--- config.mk ---
export PLATFORM = sky130hd
export DESIGN_NAME = pe_weight_loader
export DESIGN_NICKNAME = d
export VERILOG_FILES = /design/src/rtl/pe_weight_loader.sv
export SDC_FILE = /design/constraint.sdc
export NUM_CORES = 1
export LEC_CHECK = 0
export ABC_AREA = 0
export CAP_MARGIN = 20
export CORE_MARGIN = 10
export CORE_UTILIZATION = 40
export DETAILED_ROUTE_END_ITERATION = 8
export PLACE_DENSITY = 0.73
export SKIP_CTS_REPAIR_TIMING = 1
export SYNTH_ARGS = -nofsm -noshare
export SYNTH_HDL_FRONTEND = slang
export SYNTH_SLANG_ARGS = --single-unit
--- constraint.sdc ---
create_clock -name clk -period 3.75 [get_ports clk]
set_input_delay 0.375 -clock clk [delete_from_list [all_inputs] [get_ports clk]]
set_output_delay 0.375 -clock clk [all_outputs]
set_load 0.01 [all_outputs]
--- src/rtl/pe_weight_loader.sv ---
// pe_weight_loader: weight feeder for the top PE row of the systolic array.
// Accepts a weight tile as ROWS beats of COLS lanes, streams it into the
// idle (shadow) slot of the PE columns and tracks which of the two
// double-buffer slots holds a complete tile for the activation feeder.
// Optional protocol-error checking is built when PE_WLD_ERR_EN is defined.
module pe_weight_loader #(
    parameter int WIDTH = 4,
    parameter int ROWS  = 4,
    parameter int COLS  = 4
) (
    input  logic                  clk,
    input  logic                  rst_n,
    input  logic [COLS*WIDTH-1:0] s_wt_data,
    input  logic                  s_wt_valid,
    output logic                  s_wt_ready,
    output logic [COLS*WIDTH-1:0] bin,
    output logic [COLS-1:0]       bin_slot,
    output logic [COLS-1:0]       bin_val,
    output logic                  tile_valid,
    output logic                  tile_slot,
    input  logic                  tile_release,
    output logic                  err
);

    localparam int CW = $clog2(ROWS + 1);
    localparam logic [CW-1:0] LAST = CW'(ROWS - 1);

    typedef enum logic [1:0] {
        ST_IDLE  = 2'd0,
        ST_LOAD  = 2'd1,
        ST_DRAIN = 2'd2
    } state_t;

    state_t                  r_state, w_state_nxt;
    logic [CW-1:0]           r_beat_cnt, w_beat_cnt_nxt;
    logic [CW-1:0]           r_drain_cnt, w_drain_cnt_nxt;
    logic [1:0]              r_full, w_full_nxt;
    logic                    r_wr_slot, w_wr_slot_nxt;
    logic                    r_rd_slot, w_rd_slot_nxt;
    logic                    r_ready, w_ready_nxt;
    logic [COLS*WIDTH-1:0]   r_bin;
    logic [COLS-1:0]         r_bin_slot;
    logic [COLS-1:0]         r_bin_val;
    logic                    r_tile_valid;
    logic                    r_tile_slot;

    logic w_accept;
    logic w_release;

    assign w_accept  = s_wt_valid & r_ready;
    // A release only counts when the consumer actually owns a complete tile.
    assign w_release = tile_release & r_full[r_rd_slot];

    // Next-state, slot bookkeeping and next-cycle ready.
    always_comb begin
        w_state_nxt     = r_state;
        w_beat_cnt_nxt  = r_beat_cnt;
        w_drain_cnt_nxt = r_drain_cnt;
        w_full_nxt      = r_full;
        w_wr_slot_nxt   = r_wr_slot;
        w_rd_slot_nxt   = r_rd_slot;
        w_ready_nxt     = 1'b0;

        case (r_state)
            ST_IDLE: begin
                if (w_accept) begin
                    w_beat_cnt_nxt = CW'(1);
                    w_state_nxt    = ST_LOAD;
                end
            end
            ST_LOAD: begin
                if (w_accept) begin
                    if (r_beat_cnt == LAST) begin
                        w_beat_cnt_nxt = '0;
                        w_state_nxt    = ST_DRAIN;
                    end else begin
                        w_beat_cnt_nxt = r_beat_cnt + CW'(1);
                    end
                end
            end
            ST_DRAIN: begin
                // ROWS cycles lets the last beat reach the bottom PE.
                if (r_drain_cnt == LAST) begin
                    w_drain_cnt_nxt        = '0;
                    w_full_nxt[r_wr_slot]  = 1'b1;
                    w_wr_slot_nxt          = ~r_wr_slot;
                    w_state_nxt            = ST_IDLE;
                end else begin
                    w_drain_cnt_nxt = r_drain_cnt + CW'(1);
                end
            end
            default: begin
                w_state_nxt = ST_IDLE;
            end
        endcase

        // Completion writes wr_slot, release clears rd_slot; they never
        // coincide on the same slot, so both updates can apply.
        if (w_release) begin
            w_full_nxt[r_rd_slot] = 1'b0;
            w_rd_slot_nxt         = ~r_rd_slot;
        end

        case (w_state_nxt)
            ST_LOAD: w_ready_nxt = 1'b1;
            ST_IDLE: w_ready_nxt = ~w_full_nxt[w_wr_slot_nxt];
            default: w_ready_nxt = 1'b0;
        endcase
    end

    // Control state registers.
    always_ff @(posedge clk or negedge rst_n) begin
        if (!rst_n) begin
            r_state     <= ST_IDLE;
            r_beat_cnt  <= '0;
            r_drain_cnt <= '0;
            r_full      <= 2'b00;
            r_wr_slot   <= 1'b0;
            r_rd_slot   <= 1'b0;
            r_ready     <= 1'b0;
        end else begin
            r_state     <= w_state_nxt;
            r_beat_cnt  <= w_beat_cnt_nxt;
            r_drain_cnt <= w_drain_cnt_nxt;
            r_full      <= w_full_nxt;
            r_wr_slot   <= w_wr_slot_nxt;
            r_rd_slot   <= w_rd_slot_nxt;
            r_ready     <= w_ready_nxt;
        end
    end

    // Output pipe to the top PEs and registered consumer-side view.
    always_ff @(posedge clk or negedge rst_n) begin
        if (!rst_n) begin
            r_bin        <= '0;
            r_bin_val    <= '0;
            r_bin_slot   <= '0;
            r_tile_valid <= 1'b0;
            r_tile_slot  <= 1'b0;
        end else begin
            r_bin        <= w_accept ? s_wt_data : '0;
            r_bin_val    <= {COLS{w_accept}};
            r_bin_slot   <= {COLS{r_wr_slot}};
            r_tile_valid <= w_full_nxt[w_rd_slot_nxt];
            r_tile_slot  <= w_rd_slot_nxt;
        end
    end

`ifdef PE_WLD_ERR_EN
    logic r_err;

    // Sticky error: spurious release or a bubble in the middle of a tile.
    always_ff @(posedge clk or negedge rst_n) begin
        if (!rst_n) begin
            r_err <= 1'b0;
        end else if ((tile_release && !r_full[r_rd_slot]) ||
                     (r_state == ST_LOAD && !s_wt_valid)) begin
            r_err <= 1'b1;
        end
    end

    assign err = r_err;
`else
    assign err = 1'b0;
`endif

    assign s_wt_ready = r_ready;
    assign bin        = r_bin;
    assign bin_val    = r_bin_val;
    assign bin_slot   = r_bin_slot;
    assign tile_valid = r_tile_valid;
    assign tile_slot  = r_tile_slot;

endmodule

==> run metrics <==
sw frac ~30%; HP Class input port to async pin; gr usage total 10.1%; row cnt 20; Port Buffers 46; critical path capture point type output pin; via count 910; CP max stage delay 0.63 ns; gpl congestion 0.775; initial antenna violation count 0; nets 171; average cell area after synthesis 12.3 µm²; Syn Inst Count 106; status finished clean; Placed Instances 186; Final ANT Viol Nets 0; Detailed Place HPWL 2.26 mm; share of cells above drive strength 1 12.8%; DR DRC count 0; first-pass GRT wire length 4.80 mm; WS Path Type flop to output pin; Clock Tree Root clkbuf_4; Core Box Area 0.00308 mm²; combinational power share between 20% and 30%; Initial Util 42.2%; Clock Sinks 32; fin cells roughly 190; Bufs on Longest Clock Path 2; TNS Setup 0 ns; CTS H-tree lvls 2; number of CTS-inserted buffers 5; Seq cells post-synth 32; fin. max-slew vios 0; pre-CTS WS about 1.7 ns; Via density about 4.7; area of the mapped netlist between 0.001 and 0.0015 mm²; Leak 0.848 nW; Bufs and invs on worst path 1; CP Max Fanout 19; Setup crit start kind flop; Internal a little under 0.7 mW; Seq/Total Area, Yosys 61.7%; CP required 3.38 ns; CP Cell Sequence clkdlybuf4s50_1; Hold WS ~0.44 ns; # IOs 48; Top delay family on crit path buffers and inverters; final setup vio count 0; Initial DRC Count 16; Clk network pwr share 22.2%; fillcell total 256; Reg power frac 49.3%; vias in the first global route 1021; crit path max-delay cell type clkdlybuf4s50_1; final worst slack ~1.8 ns; Hold Vio Cnt, Final 0; Die Wd about 77 µm; final period utilization 51.4%; WL/cell 15.2 µm; synth unique cells 31; RSZ-0062 raised after global routing no; router iterations before antenna repair 2; syn nets between 100 and 150; yosys warns 0; Area Overhead vs Synth 40.1%; Setup Skew 0.00723 ns; crit path DAT 1.55 ns; largest net degree at the start of global routing 33; Switch Pwr between 0.2 and 0.3 mW; fmax 0.519 GHz; CTS tree built; Worst VDD drop 259 µV; Total Wirelength 2.93 mm; Ant. Diodes 0; Power Density about 530 mW/mm²; Die Ht a little under 80 µm; minimum clock period 1.93 ns; max_cap viols 0; worst-skew pair later-pin latency 0.33 ns; GRT overflow 0; Clock transition at path regs 0.09 ns; Die Footprint 0.00593 mm²
==> worst paths after layout <==
path,startpoint,to,slack [ns],cells past startpoint
worst max-delay path,s_wt_ready,s_wt_ready,1.82,1
worst min-delay path,rst_n,r_state[0],0.44,2
worst max register to register,r_beat_cnt[0],s_wt_ready,2.18,5
worst min register to register,r_drain_cnt[0],r_drain_cnt[0],0.51,1
max in group asynchronous,rst_n,r_full[1],3.03,2
min in group clk,r_drain_cnt[0],r_drain_cnt[0],0.51,1
==> synth_stat cells <==
library cell | instances | area, µm²
nor3_1 | 1 | 5.00
or3_1 | 1 | 6.26
o211ai_1 | 2 | 15.0
buf_4 | 7 | 52.6
and2_4 | 1 | 8.76
xnor2_2 | 1 | 16.3
mux2i_1 | 2 | 20.0
dfrtp_1 | 32 | 801
o21a_1 | 1 | 7.51
o21ai_0 | 5 | 25.0
nand4bb_4 | 1 | 27.5
mux2_2 | 1 | 11.3
nor2b_1 | 1 | 6.26
o31ai_1 | 1 | 7.51
nand2b_1 | 1 | 6.26
inv_1 | 5 | 18.8
nand2_1 | 5 | 18.8
a31oi_1 | 1 | 6.26
conb_1 | 1 | 3.75
and3_2 | 6 | 45.0
a211o_1 | 1 | 8.76
ha_1 | 2 | 25.0
a21oi_1 | 3 | 15.0
nand3_1 | 1 | 5.00
and3_1 | 11 | 68.8
clkbuf_1 | 4 | 15.0
nand4b_1 | 1 | 8.76
and2b_1 | 1 | 7.51
and3b_2 | 1 | 10.0
nor2_1 | 3 | 11.3
a21boi_0 | 2 | 15.0
==> power groups by stage <==
| stage | clock, mW | sequential [mW] | combinational [mW] |
|---|---|---|---|
| after floorplan | 0 | 0.473 | 0.149 |
| after CTS | 0.220 | 0.476 | 0.278 |
| final | 0.214 | 0.474 | 0.274 |
| after global routing | 0.239 | 0.486 | 0.302 |
| after global placement | 0 | 0.475 | 0.265 |
| after detailed placement | 0 | 0.483 | 0.277 |
==> logic make-up after synthesis <==
logic type               count (synthesis)  synth area share (%)
multiplexers                             3                  2.41
XOR/XNOR                                 1                  1.25
buffers and inverters                   16                  6.65
adder cells (fa/ha/maj)                  2                  1.93
AND/OR/NAND/NOR                         35                  18.1
other                                    1                 0.289
AO/OA/AOI/OAI                           16                  7.71
flip-flops                              32                  61.7
==> registers in the layout, summed over array words and instances, names as in the netlist <==
signal / cells
bin: 16
bin_slot: 1
bin_val: 1
r_beat_cnt: 3
r_drain_cnt: 3
r_full: 2
r_state: 2
r_wr_slot: 1
s_wt_ready: 1
tile_slot: 1
tile_valid: 1
==> area by class of cell <==
cell class	instances	area (µm²)	share of cell area [%]
well taps	44	55.1	3.03
multi-input cells	58	412	22.6
repair buffers	47	468	25.7
flip-flops and latches	32	801	44.0
clock buffers	7	65.1	3.58
inverters	5	18.8	1.03
==> per-stage QoR <==
step                      total power [mW]  util (%)  instance area, µm²
final                                0.961      59.1                1820
after global routing                  1.03      59.1                1820
after CTS                            0.975      59.1                1820
after detailed placement             0.761      57.0                1750
after global placement               0.740      57.0                1750
after floorplan                      0.622         -                1300
==> placed cells by master, fill, tap and decap left out <==
cell type	n
clkdlybuf4s50_1	46
dfrtp_1	32
and3_1	11
and3_2	6
inv_1	5
o21ai_0	5
nand2_1	5
clkbuf_4	5
nor2_1	3
a21oi_1	3
o211ai_1	2
mux2i_1	2
a21boi_0	2
ha_1	2
clkbuf_8	2
and2_4	1
and2b_1	1
or3_1	1
nor2b_1	1
and3b_2	1
nand3_1	1
nand4bb_4	1
o31ai_1	1
xnor2_2	1
a31oi_1	1
nor3_1	1
a211o_1	1
mux2_2	1
nand2b_1	1
nand4b_1	1
o21a_1	1
conb_1	1
buf_4	1
==> metal layers <==
metal  wire (µm)  vias up  global-route usage [%]
met1        1140      423                    9.81
li1            -      440                       -
met2        1260       42                    14.3
met5           0        -                       0
met4          42        0                    6.02
met3         488        5                    8.86
No activity file was read; power rests on OpenSTA's default activity.
